$ cat src/rtl/sonido_i2c_master.sv
// ----------------------------------------------------------------------------
// sonido_i2c_master
// Write-only I2C master that sends one note code to an audio codec register.
// Each transaction is START, {DEV_ADDR,W}, REG_ADDR, note byte, STOP. Every
// state step is one quarter of an SCL period (CLK_DIV clk cycles).
//
// Ports
//   clk      in   single clock, rising edge
//   rst      in   asynchronous active-high reset
//   nota     in   note code to send (zero-extended to 8 bits on the wire)
//   start    in   one-cycle send request, honoured only in idle
//   sda_i    in   sampled SDA line (slave ACK)
//   scl      out  I2C clock, push-pull
//   sda_oe   out  1 pulls SDA low, 0 releases it
//   busy     out  transaction in progress
//   done     out  one-cycle pulse when a transaction ends
//   ack_err  out  a NACK was seen in the last transaction
// ----------------------------------------------------------------------------
module sonido_i2c_master #(
    parameter int unsigned CLK_DIV  = 125,
    parameter logic [6:0]  DEV_ADDR = 7'h1A,
    parameter logic [7:0]  REG_ADDR = 8'h00,
    parameter int unsigned NOTE_W   = 3,
    parameter int unsigned AUTO     = 0
) (
    input  logic              clk,
    input  logic              rst,
    input  logic [NOTE_W-1:0] nota,
    input  logic              start,
    input  logic              sda_i,
    output logic              scl,
    output logic              sda_oe,
    output logic              busy,
    output logic              done,
    output logic              ack_err
);

    localparam int unsigned    QW   = (CLK_DIV > 1) ? $clog2(CLK_DIV) : 1;
    localparam logic [QW-1:0]  QMAX = QW'(CLK_DIV - 1);
    localparam logic [QW-1:0]  QONE = QW'(1);

    localparam logic [2:0] S_IDLE  = 3'd0;
    localparam logic [2:0] S_START = 3'd1;
    localparam logic [2:0] S_BIT   = 3'd2;
    localparam logic [2:0] S_ACK   = 3'd3;
    localparam logic [2:0] S_STOP  = 3'd4;
    localparam logic [2:0] S_DONE  = 3'd5;

    logic [2:0]        r_state;
    logic [QW-1:0]     r_qcnt;
    logic [1:0]        r_qtr;       // quarter index inside the current state
    logic [2:0]        r_bit;
    logic [1:0]        r_byte;
    logic [7:0]        r_shift;
    logic [NOTE_W-1:0] r_note;
    logic [NOTE_W-1:0] r_last_sent;
    logic              r_pending;
    logic              r_nack;
    logic              r_ack_err;

    logic              w_qtick;
    logic              w_active;
    logic              w_launch;
    logic [7:0]        w_note8;

    assign w_qtick  = (r_qcnt == QMAX);
    assign w_active = (r_state == S_START) || (r_state == S_BIT) ||
                      (r_state == S_ACK)   || (r_state == S_STOP);

    // In auto mode a changed note, or a change seen while busy, counts as start.
    assign w_launch = start ||
                      ((AUTO == 1) && (r_pending || (nota != r_last_sent)));

    always_comb begin
        w_note8             = '0;
        w_note8[NOTE_W-1:0] = r_note;
    end

    always_ff @(posedge clk or posedge rst) begin
        if (rst) begin
            r_state     <= S_IDLE;
            r_qcnt      <= '0;
            r_qtr       <= 2'd0;
            r_bit       <= 3'd0;
            r_byte      <= 2'd0;
            r_shift     <= 8'h00;
            r_note      <= '0;
            r_last_sent <= '0;
            r_pending   <= 1'b0;
            r_nack      <= 1'b0;
            r_ack_err   <= 1'b0;
        end else begin
            if (w_active) begin
                r_qcnt <= w_qtick ? '0 : r_qcnt + QONE;
            end else begin
                r_qcnt <= '0;
            end

            if ((AUTO == 1) && (r_state != S_IDLE) && (nota != r_note)) begin
                r_pending <= 1'b1;
            end

            case (r_state)
                S_IDLE: begin
                    if (w_launch) begin
                        r_state     <= S_START;
                        r_note      <= nota;
                        r_last_sent <= nota;
                        r_pending   <= 1'b0;
                        r_ack_err   <= 1'b0;
                        r_qtr       <= 2'd0;
                        r_qcnt      <= '0;
                    end
                end
                S_START: begin
                    if (w_qtick) begin
                        if (r_qtr == 2'd1) begin
                            r_state <= S_BIT;
                            r_qtr   <= 2'd0;
                            r_bit   <= 3'd0;
                            r_byte  <= 2'd0;
                            r_shift <= {DEV_ADDR, 1'b0};
                        end else begin
                            r_qtr <= r_qtr + 2'd1;
                        end
                    end
                end
                S_BIT: begin
                    if (w_qtick) begin
                        r_qtr <= r_qtr + 2'd1;  // wraps 3 -> 0
                        if (r_qtr == 2'd3) begin
                            r_shift <= {r_shift[6:0], 1'b0};
                            if (r_bit == 3'd7) begin
                                r_state <= S_ACK;
                                r_bit   <= 3'd0;
                            end else begin
                                r_bit <= r_bit + 3'd1;
                            end
                        end
                    end
                end
                S_ACK: begin
                    if (w_qtick) begin
                        r_qtr <= r_qtr + 2'd1;
                        // Sample on the last cycle of q2, while SCL is high.
                        if (r_qtr == 2'd2) begin
                            r_nack <= sda_i;
                        end
                        if (r_qtr == 2'd3) begin
                            if (r_nack) begin
                                r_ack_err <= 1'b1;
                                r_state   <= S_STOP;
                            end else if (r_byte == 2'd2) begin
                                r_state <= S_STOP;
                            end else begin
                                r_state <= S_BIT;
                                r_byte  <= r_byte + 2'd1;
                                r_shift <= (r_byte == 2'd0) ? REG_ADDR : w_note8;
                            end
                        end
                    end
                end
                S_STOP: begin
                    if (w_qtick) begin
                        if (r_qtr == 2'd2) begin
                            r_state <= S_DONE;
                            r_qtr   <= 2'd0;
                        end else begin
                            r_qtr <= r_qtr + 2'd1;
                        end
                    end
                end
                S_DONE: begin
                    r_state <= S_IDLE;
                end
                default: begin
                    r_state <= S_IDLE;
                end
            endcase
        end
    end

    // Outputs decode registered state only, so reset reaches the pins at once.
    always_comb begin
        scl    = 1'b1;
        sda_oe = 1'b0;
        case (r_state)
            S_START: begin
                sda_oe = (r_qtr == 2'd1);
            end
            S_BIT: begin
                scl    = r_qtr[1];
                sda_oe = ~r_shift[7];
            end
            S_ACK: begin
                scl = r_qtr[1];
            end
            S_STOP: begin
                scl    = (r_qtr != 2'd0);
                sda_oe = (r_qtr != 2'd2);
            end
            default: begin
                scl    = 1'b1;
                sda_oe = 1'b0;
            end
        endcase
    end

    assign busy    = w_active;
    assign done    = (r_state == S_DONE);
    assign ack_err = r_ack_err;

endmodule

$ cat config.mk
export PLATFORM = sky130hd
export DESIGN_NAME = sonido_i2c_master
export DESIGN_NICKNAME = d
export VERILOG_FILES = /design/src/rtl/sonido_i2c_master.sv
export SDC_FILE = /design/constraint.sdc
export NUM_CORES = 1
export LEC_CHECK = 0
export CAP_MARGIN = 20
export CORE_UTILIZATION = 55
export CTS_BUF_LIST = sky130_fd_sc_hd__clkbuf_8
export DETAILED_ROUTE_END_ITERATION = 10
export MAX_ROUTING_LAYER = met4
export PLACE_DENSITY = 0.78
export SYNTH_ARGS = -nofsm -noshare
export SYNTH_HDL_FRONTEND = slang
export SYNTH_SLANG_ARGS = --single-unit
$ cat constraint.sdc
create_clock -name clk -period 1.8 [get_ports clk]
set_clock_uncertainty 0.2 [all_clocks]
set_input_delay 0.45 -clock clk [delete_from_list [all_inputs] [get_ports clk]]
set_output_delay 0.45 -clock clk [all_outputs]
set_load 0.005 [all_outputs]
# [Yosys cells after proc, flatten, opt, wreduce, memory -nomap -nowiden]
# Cells that the tools add are included.
[classes] addsub=4 n_mul=0 div=0 order_cmp=0 n_eq_ne=26 shift=0 n_mux=54 bitwise=1 n_reduce_logical=20
[ops] op="8-bit two-way mux" n=8
[ops] op="3-bit two-way mux" n=18
[ops] op="7-bit two-way mux" n=4
[ops] op="2-bit two-way mux" n=12
[ops] op="8-bit case mux with 3 select lines" n=1
[ops] op="2-bit != test (second input constant)" n=9
[ops] op="3-bit case mux with 5 select lines" n=1
[ops] op="5-bit AND reduction" n=3
[ops] op="2-bit by 1-bit != test with 1-bit output (second input constant)" n=6
[ops] op="10-bit AND reduction" n=1
[ops] op="3-bit equality test (second input constant)" n=3
[ops] op="9-bit AND reduction" n=1
[ops] op="2-bit case mux with 4 select lines" n=1
[ops] op="2-bit nonzero test" n=4
[ops] op="7-bit by 1-bit adder with 7-bit output (second input constant)" n=1
[ops] op="7-bit equality test (second input constant)" n=1
[ops] op="7-bit AND reduction" n=1
[ops] op="2-bit equality test (second input constant)" n=3
[ops] op="3-bit by 2-bit equality test with 1-bit output (second input constant)" n=2
[ops] op="3-bit case mux with 2 select lines" n=1
[ops] op="2-bit by 1-bit adder with 2-bit output (second input constant)" n=2
[ops] op="1-bit two-way mux" n=4
[ops] op="1-bit case mux with 2 select lines" n=2
[ops] op="2-bit case mux with 2 select lines" n=1
[ops] op="other kinds (13)" n=15
[word_totals] reg_bits=30 latch_bits=0 ram_bits=0 rom_bits=0 inputBits=7 output_inout_bits=5 elab_cells=114 n_memories=0

# [Depth between registers and ports, before layout]
# Gate-level depths: netlist (run 1).
[depth] ltp_word=7 ltp_mapped=6

# [Least setup slack after synthesis (run 1)]
# OpenSTA, ideal clock, no wires.
[synth_path] kind="reg-to-reg" from="register r_state[0]" to="register r_state[0]" setup_ps=125 arrival_ps=1569 required_ps=1475 slack_ps=-94 path_stages_with_launch=7 synth_period_minus_slack_ps=1894 path_cell_list="dfrtp_1 -> buf_6 -> or4b_4 -> buf_6 -> o31ai_4 -> a21oi_2 -> mux2_4"
[synth_via] elab_chain_len=3
[synth_rtl] item="start, declared" line_no="49" text="logic [2:0] r_state;"
[synth_rtl] item="start signal, assigned" line_no="81" text="r_state <= S_IDLE;"
[synth_rtl] item="start signal, assigned" line_no="106" text="r_state <= S_START;"
[synth_rtl] item="start signal, assigned" line_no="118" text="r_state <= S_BIT;"
[synth_rtl] item="3-bit equality test, or another cell as far along" line_no="103" text="case (r_state)"
[synth_rtl] item="2-bit by 1-bit != test with 1-bit output (no line) or 2-bit != test (tied branches)"
[synth_rtl] item="10-bit AND reduction (no line)"
# Parallel ways exist; a longest one is shown, timed or not.
# A chain may end at the register's enable or synchronous reset.

# [Final worst setup path (run 1)]
[layout_path] from="register r_qtr[1]" to="output port sda_oe"
[layout_via] elab_chain_len=2
[layout_rtl] item="start, declared" line_no="51" text="logic [1:0] r_qtr;"
[layout_rtl] item="start signal, assigned" line_no="124" text="r_qtr <= r_qtr + 2'd1;"
[layout_rtl] item="start signal, assigned" line_no="130" text="r_qtr <= r_qtr + 2'd1;"
[layout_rtl] item="start signal, assigned" line_no="144" text="r_qtr <= r_qtr + 2'd1;"
[layout_rtl] item="2-bit != test or 2-bit by 1-bit equality test with 1-bit output (tied branches)" line_no="200, 189"
[layout_rtl] item="1-bit case mux with 3 select lines (*)" line_no="187" text="case (r_state)"
[layout_rtl] item="end, declared" line_no="32" text="output logic sda_oe,"
# Mark *: on every way between the ends. The rest lies on a longest branch, timed or not.

==> flow_summary.json, run 1 <==
{
  "min_path_cells": 1,
  "ant_nets": 0,
  "synth_mux_area_frac": 0.1158,
  "post_drt_wl_per_cell_um": 18.77,
  "tightestPinTransition_ns": 0.3876,
  "netlist.area_leader.share": 0.4264,
  "rsz0062_at_grt": "true",
  "multiInputGateArea_sq_mm": 0.001096,
  "r2r_start": "r_qtr[1]$_DFFE_PP0P_",
  "violations": "negative setup slack",
  "synth_xor_area_frac": 0.02985,
  "seqCellArea_sq_um": 754.5,
  "nets": 255,
  "ir_worst_vdd_mv": 0.7054,
  "timing.rr.end": "r_bit[0]$_DFFE_PP0P_",
  "synth_area_leaders": "dfrtp_1 (43%), ha_1 (7.8%), mux2i_1 (6.3%)",
  "hold_path.class": "flip-flop to flip-flop",
  "cp_slowest_stage_delay_ns": 0.45,
  "finalCritPeriodShare": 1.165,
  "yosysTopAreaCell": "dfrtp_1",
  "grt_start_max_net_pins": 31,
  "hold_viol_final": 0,
  "final_area_sq_mm": 0.002636,
  "fmax_mhz": 476.8,
  "cts_buffers": 5,
  "relSlewSlack": 0.7416,
  "hp-start": "r_shift[5]$_DFFE_PP0P_",
  "synth_cell_types": 43,
  "gp_congestion": 0.9949,
  "syn_area_per_cell_sq_um": 10.00,
  "synth_fp_nets": 194,
  "drc": 0,
  "end_kind": "output port",
  "cts_max_level": 2,
  "final_cell_mix": "buf_4 (30), dfrtp_1 (27), buf_6 (21)",
  "cts.clk_slew.worst_paths_ns": 0.06,
  "cts_root_buffer": "clkbuf_8",
  "finalWorstSetupSlack_ns": -0.2971,
  "fp.coreArea_sq_mm": 0.003053,
  "diodes": 0,
  "period_minus_slack_ns": 2.097,
  "synthSimpleGateAreaFrac": 0.1741,
  "synthCells": 176,
  "postPlaceCellArea_sq_mm": 0.002142,
  "cts_tree": "done",
  "die_height_um": 58.58,
  "synth_compound_area_frac": 0.1130,
  "cts.sinks": 30,
  "n_fill_cell": 150,
  "p_per_area_mw_per_mm2": 859.1,
  "die_w_um": 58.58,
  "fin_tns_setup_ns": -2.723,
  "place_hpwl_mm": 2.887,
  "routed_wl_mm": 5.275,
  "grt-ovfl-total": 0,
  "setup_violations": 23,
  "drt_iter0_markers": 115,
  "rows": 20,
  "async_reset_ff_frac": 1.000,
  "area_growth_pct": 49.75,
  "ys_ff_latch": 30,
  "antenna_found_initial": 0,
  "maxCapViolCount": 0,
  "seq_area_frac_synth": 0.4264,
  "arrival_ns": 1.45,
  "path_class": "flip-flop to output port",
  "power.leakage_nw": 1.239,
  "hold_end": "r_shift[5]$_DFFE_PP0P_",
  "clock_latency_ns": 0.28,
  "clk_path_buf_depth": 2,
  "vias_per_cell": 5.808,
  "grt_pass1_vias": 1554,
  "portBuffers": 11,
  "grtUsageTotal": 0.2894,
  "synth_edf_count": 0,
  "yosysWarnings": 0,
  "synth_top_family_by_area": "simple AND/OR/NAND/NOR gates",
  "die_area_sq_mm": 0.003431,
  "io-pin-count": 12,
  "vias": 1632,
  "syn_area_sq_mm": 0.001760,
  "r2r_cells": 7,
  "worstPathCellList": "inv_2 -> ha_4 -> nand3b_1 -> o22ai_2 -> buf_2",
  "final_common_cell": "buf_4",
  "cp.required_ns": 1.15,
  "reg2reg_slack_ns": -0.17,
  "critPathMaxFanout": 3,
  "drv_slew": 0,
  "cpMaxStageDelayCell": "dfrtp_2",
  "drive_above_1_share": 0.4262,
  "start_kind": "flip-flop",
  "status": "complete, but fails checks",
  "drtPass1Iterations": 4,
  "synthAdderAreaFrac": 0.07818,
  "grt_pass1_wl_mm": 7.162,
  "initial_core_util": 0.5766,
  "synth_flop_cell": "dfrtp_1"
}
[flip-flops by register name, indices dropped and copies added (netlist names)]
signal   cells
r_bit        3
r_shift      8
r_byte       2
r_state      3
r_qtr        2
ack_err      1
r_note       3
r_qcnt       7
r_nack       1
[worst max-delay path by stage]
stage	start	to	slack, ns	cells after the start
finish	r_qtr[1]$_DFFE_PP0P_	sda_oe	-0.30	5
floorplan	r_state[0]$_DFFE_PP0P_	r_state[0]$_DFFE_PP0P_	-0.09	6
global route	r_qtr[1]$_DFFE_PP0P_	sda_oe	-0.32	5
CTS	r_qtr[0]$_DFFE_PP0P_	sda_oe	-0.23	5
global placement	r_qtr[0]$_DFFE_PP0P_	sda_oe	-0.38	6
detailed placement	r_qtr[0]$_DFFE_PP0P_	sda_oe	-0.42	6
[cell families after synthesis]
group	count (synthesis)
XOR/XNOR	6
AO/OA/AOI/OAI	29
multiplexers	19
AND/OR/NAND/NOR	56
adder cells (fa/ha/maj)	11
flip-flops	30
buffers and inverters	25
[through the flow]
step	utilization	hold slack [ns]	instances	power [W]	worst slack [ns]
after floorplan	-	0.2756	176	0.001170	-0.09055
after global placement	0.7016	0.2899	258	0.001387	-0.3841
after detailed placement	0.7016	0.2952	258	0.001417	-0.4203
after CTS	0.7959	0.3133	274	0.002161	-0.2332
after global routing	0.8635	0.3354	281	0.002346	-0.3180
final	0.8635	0.3158	281	0.002265	-0.2971
[synthesized netlist by cell type, types with 2 or more instances]
cell type / count
o21ai_0: 7
nand2_1: 17
clkbuf_1: 5
xnor2_1: 2
mux2_2: 7
xor2_1: 4
nor3b_1: 2
mux2i_1: 11
and3_1: 3
o22ai_1: 2
inv_1: 17
dfrtp_1: 30
ha_1: 11
nand3_1: 5
a21boi_0: 2
nor2b_1: 2
nand3b_1: 4
buf_6: 2
o21a_1: 2
a21oi_1: 8
nor2_1: 10
nor3_1: 2
[power by group]
group / total, W / internal, W / switching, W / leakage [nW]
sequential: 0.000803 / 0.000748 / 0.0000555 / 0.402
clock: 0.000682 / 0.000442 / 0.000240 / 0.0573
combinational: 0.000779 / 0.000396 / 0.000383 / 0.779
total: 0.00226 / 0.00159 / 0.000679 / 1.24
[metal layers]
metal | share of wire | vias up | global-route usage
met5 | 0 | - | -
met4 | 0.038 | 0 | 0.1020
met3 | 0.049 | 24 | 0.06374
met2 | 0.53 | 87 | 0.5041
met1 | 0.39 | 795 | 0.3277
li1 | - | 726 | -
[worst max-delay path: cells and delay by family, from the launching register on]
kind	cells	cell delay (ns)
flops	1	0.45
buf+inv	2	0.24
compound gates	1	0.19
fa+ha+maj	1	0.14
simple gates	1	0.14
[cell type report]
type / count / share of cell area
multi-input combinational: 121 / 0.4158
sequential: 30 / 0.2862
timing repair buffer: 62 / 0.2103
clock buffer: 6 / 0.03132
inverter: 17 / 0.02421
tap: 44 / 0.02088
clock inverter: 1 / 0.01139
[repair_timing]
action                                  CTS  global route
pin swaps                                 8            10
cloned                                    0             0
hold buffers                              0             0
resized for setup                        46            34
endpoints found under the setup margin   21            27
setup buffers                             9             8
Power figures use the tool's default switching activity.
==> run 2: changes to the inputs <==
--- a/config.mk
+++ b/config.mk
@@ -7,7 +7,7 @@
 export LEC_CHECK = 0
 export CAP_MARGIN = 20
 export CORE_UTILIZATION = 55
-export CTS_BUF_LIST = sky130_fd_sc_hd__clkbuf_8
+export CTS_BUF_LIST = sky130_fd_sc_hd__clkbuf_4
 export DETAILED_ROUTE_END_ITERATION = 10
 export MAX_ROUTING_LAYER = met4
 export PLACE_DENSITY = 0.78
==> run 2 against run 1 <==
  * The flow still finishes with violations (negative setup slack)
  * Sequential power is essentially flat
  * Worst setup slack lost 0.12 ns
  * Clock-buffer cell count shrank 1
  * Utilization grew 1.4 points
  * Clock power shrank 25%
  * Fmax shrank 5.3%
  * Critical endpoint unchanged
==> flow_summary.json, run 2 (synthesized netlist as in run 1, its figures left out) <==
{
  "status": "complete, but fails checks",
  "violations": "negative setup slack",
  "grt_pass1_wl_mm": 7.231,
  "relSlewSlack": 0.7439,
  "cts_tree": "done",
  "setup_violations": 25,
  "clock_latency_ns": 0.33,
  "vias": 1685,
  "fmax_mhz": 451.6,
  "p_per_area_mw_per_mm2": 793.5,
  "cts.sinks": 30,
  "finalCritPeriodShare": 1.230,
  "gp_congestion": 0.9949,
  "cts_buffers": 5,
  "io-pin-count": 12,
  "rows": 20,
  "grt_pass1_vias": 1587,
  "diodes": 0,
  "vias_per_cell": 5.871,
  "die_w_um": 58.58,
  "total_power_w": 0.002125,
  "power.leakage_nw": 1.232,
  "cts_max_level": 2,
  "initial_core_util": 0.5766,
  "antenna_found_initial": 0,
  "period_minus_slack_ns": 2.214,
  "die_area_sq_mm": 0.003431,
  "post-place-ws_ns": -0.4203,
  "portBuffers": 11,
  "tightestPinTransition_ns": 0.3842,
  "finalWorstSetupSlack_ns": -0.4143,
  "ir_worst_vdd_mv": 0.5558,
  "largest_reg_flops": 8,
  "final_common_cell": "buf_4",
  "end_kind": "output port",
  "path_class": "flip-flop to output port",
  "cts.clk_slew.worst_paths_ns": 0.09,
  "start_kind": "flip-flop",
  "nets": 261,
  "clk_path_buf_depth": 2,
  "grtUsageTotal": 0.2949,
  "cts_hold_buf": 0,
  "arrival_ns": 1.56,
  "regMostFlops": "r_shift",
  "drv_slew": 0,
  "hold_path.class": "primary input to async pin",
  "rsz0062_at_grt": "true",
  "place_hpwl_mm": 2.887,
  "ant_nets": 0,
  "cts_root_buffer": "clkbuf_4",
  "utilization": 0.8770,
  "drtPass1Iterations": 5,
  "hold_viol_final": 0,
  "die_height_um": 58.58,
  "cp.required_ns": 1.15,
  "grt-ovfl-total": 0,
  "worst_hold_slack_ns": 0.2896,
  "fin_tns_setup_ns": -4.805,
  "area_growth_pct": 52.10,
  "reg_top3": "r_shift: 8 flops, r_qcnt: 7 flops",
  "routed_wl_mm": 5.826,
  "n_fill_cell": 145,
  "grt_start_max_net_pins": 31,
  "drc": 0,
  "critPathMaxFanout": 3,
  "maxCapViolCount": 0,
  "final_cell_mix": "buf_4 (34), dfrtp_1 (27), buf_6 (23)",
  "drt_iter0_markers": 93,
  "post_drt_wl_per_cell_um": 20.30,
  "drive_above_1_share": 0.4527,
  "fp.coreArea_sq_mm": 0.003053
}
==> run 2: cell count changes in the layout (fill, tap and decap cells not counted), moves of 2 or more <==
cell and change:
buf_4 +4, clkbuf_4 +5, a21oi_2 +2, buf_6 +2, clkbuf_8 -6, a21oi_1 -3
==> run 2: final timing paths <==
| path | startpoint | end | slack [ns] | cells past startpoint |
|---|---|---|---|---|
| setup / recovery | r_state[1]$_DFFE_PP0P_ | sda_oe | -0.41 | 6 |
| hold reg to reg | r_note[1]$_DFFE_PP0P_ | r_note[1]$_DFFE_PP0P_ | 0.32 | 1 |
| min in group clk | r_note[1]$_DFFE_PP0P_ | r_note[1]$_DFFE_PP0P_ | 0.32 | 1 |
| max in group asynchronous | rst | r_state[2]$_DFFE_PP0P_ | 0.81 | 3 |
| hold / removal | rst | r_shift[1]$_DFFE_PP0P_ | 0.29 | 3 |
| setup reg to reg | r_state[1]$_DFFE_PP0P_ | r_bit[0]$_DFFE_PP0P_ | -0.27 | 9 |
==> run 2: area by class of cell <==
class | count | area, sq um | area share
inverter | 17 | 63.81 | 0.02383
timing repair buffer | 68 | 603.1 | 0.2252
tap | 44 | 55.05 | 0.02056
multi-input combinational | 121 | 1130 | 0.4220
sequential | 30 | 754.5 | 0.2818
clock inverter | 2 | 33.78 | 0.01262
clock buffer | 5 | 37.54 | 0.01402
==> run 2: what timing repair did <==
action | in CTS | in global routing
setup buffers | 10 | 15
endpoints found under the setup margin | 23 | 26
resized for setup | 46 | 43
pin swaps | 8 | 12
gates cloned | 0 | 0
==> run 2: power by group <==
group	internal, W	switching (W)	total (W)
clock	0.000280	0.000232	0.000512
combinational	0.000408	0.000400	0.000808
sequential	0.000746	0.0000585	0.000805
==> run 2: stage by stage <==
| step | instance area (sq um) | cells |
|---|---|---|
| global placement | 2142 | 258 |
| finish | 2678 | 287 |
| global route | 2678 | 287 |
| CTS | 2391 | 275 |
| detailed placement | 2142 | 258 |
| floorplan | 1760 | 176 |
==> run 2: critical path, stage by stage (launching register included) <==
cell and delay (ns):
dfrtp_2 0.44, buf_6 0.13, buf_6 0.12, nor3b_4 0.25
a21oi_2 0.07, o22ai_2 0.10, buf_2 0.13
==> run 2: routing by layer <==
metal / wire (um) / global-route usage / up-vias / share of wire
met5: 0 / - / - / 0
li1: - / - / 735 / -
met4: 390 / 0.1633 / 0 / 0.067
met3: 336 / 0.05714 / 39 / 0.058
met2: 2987 / 0.5140 / 86 / 0.51
met1: 2112 / 0.3140 / 825 / 0.36
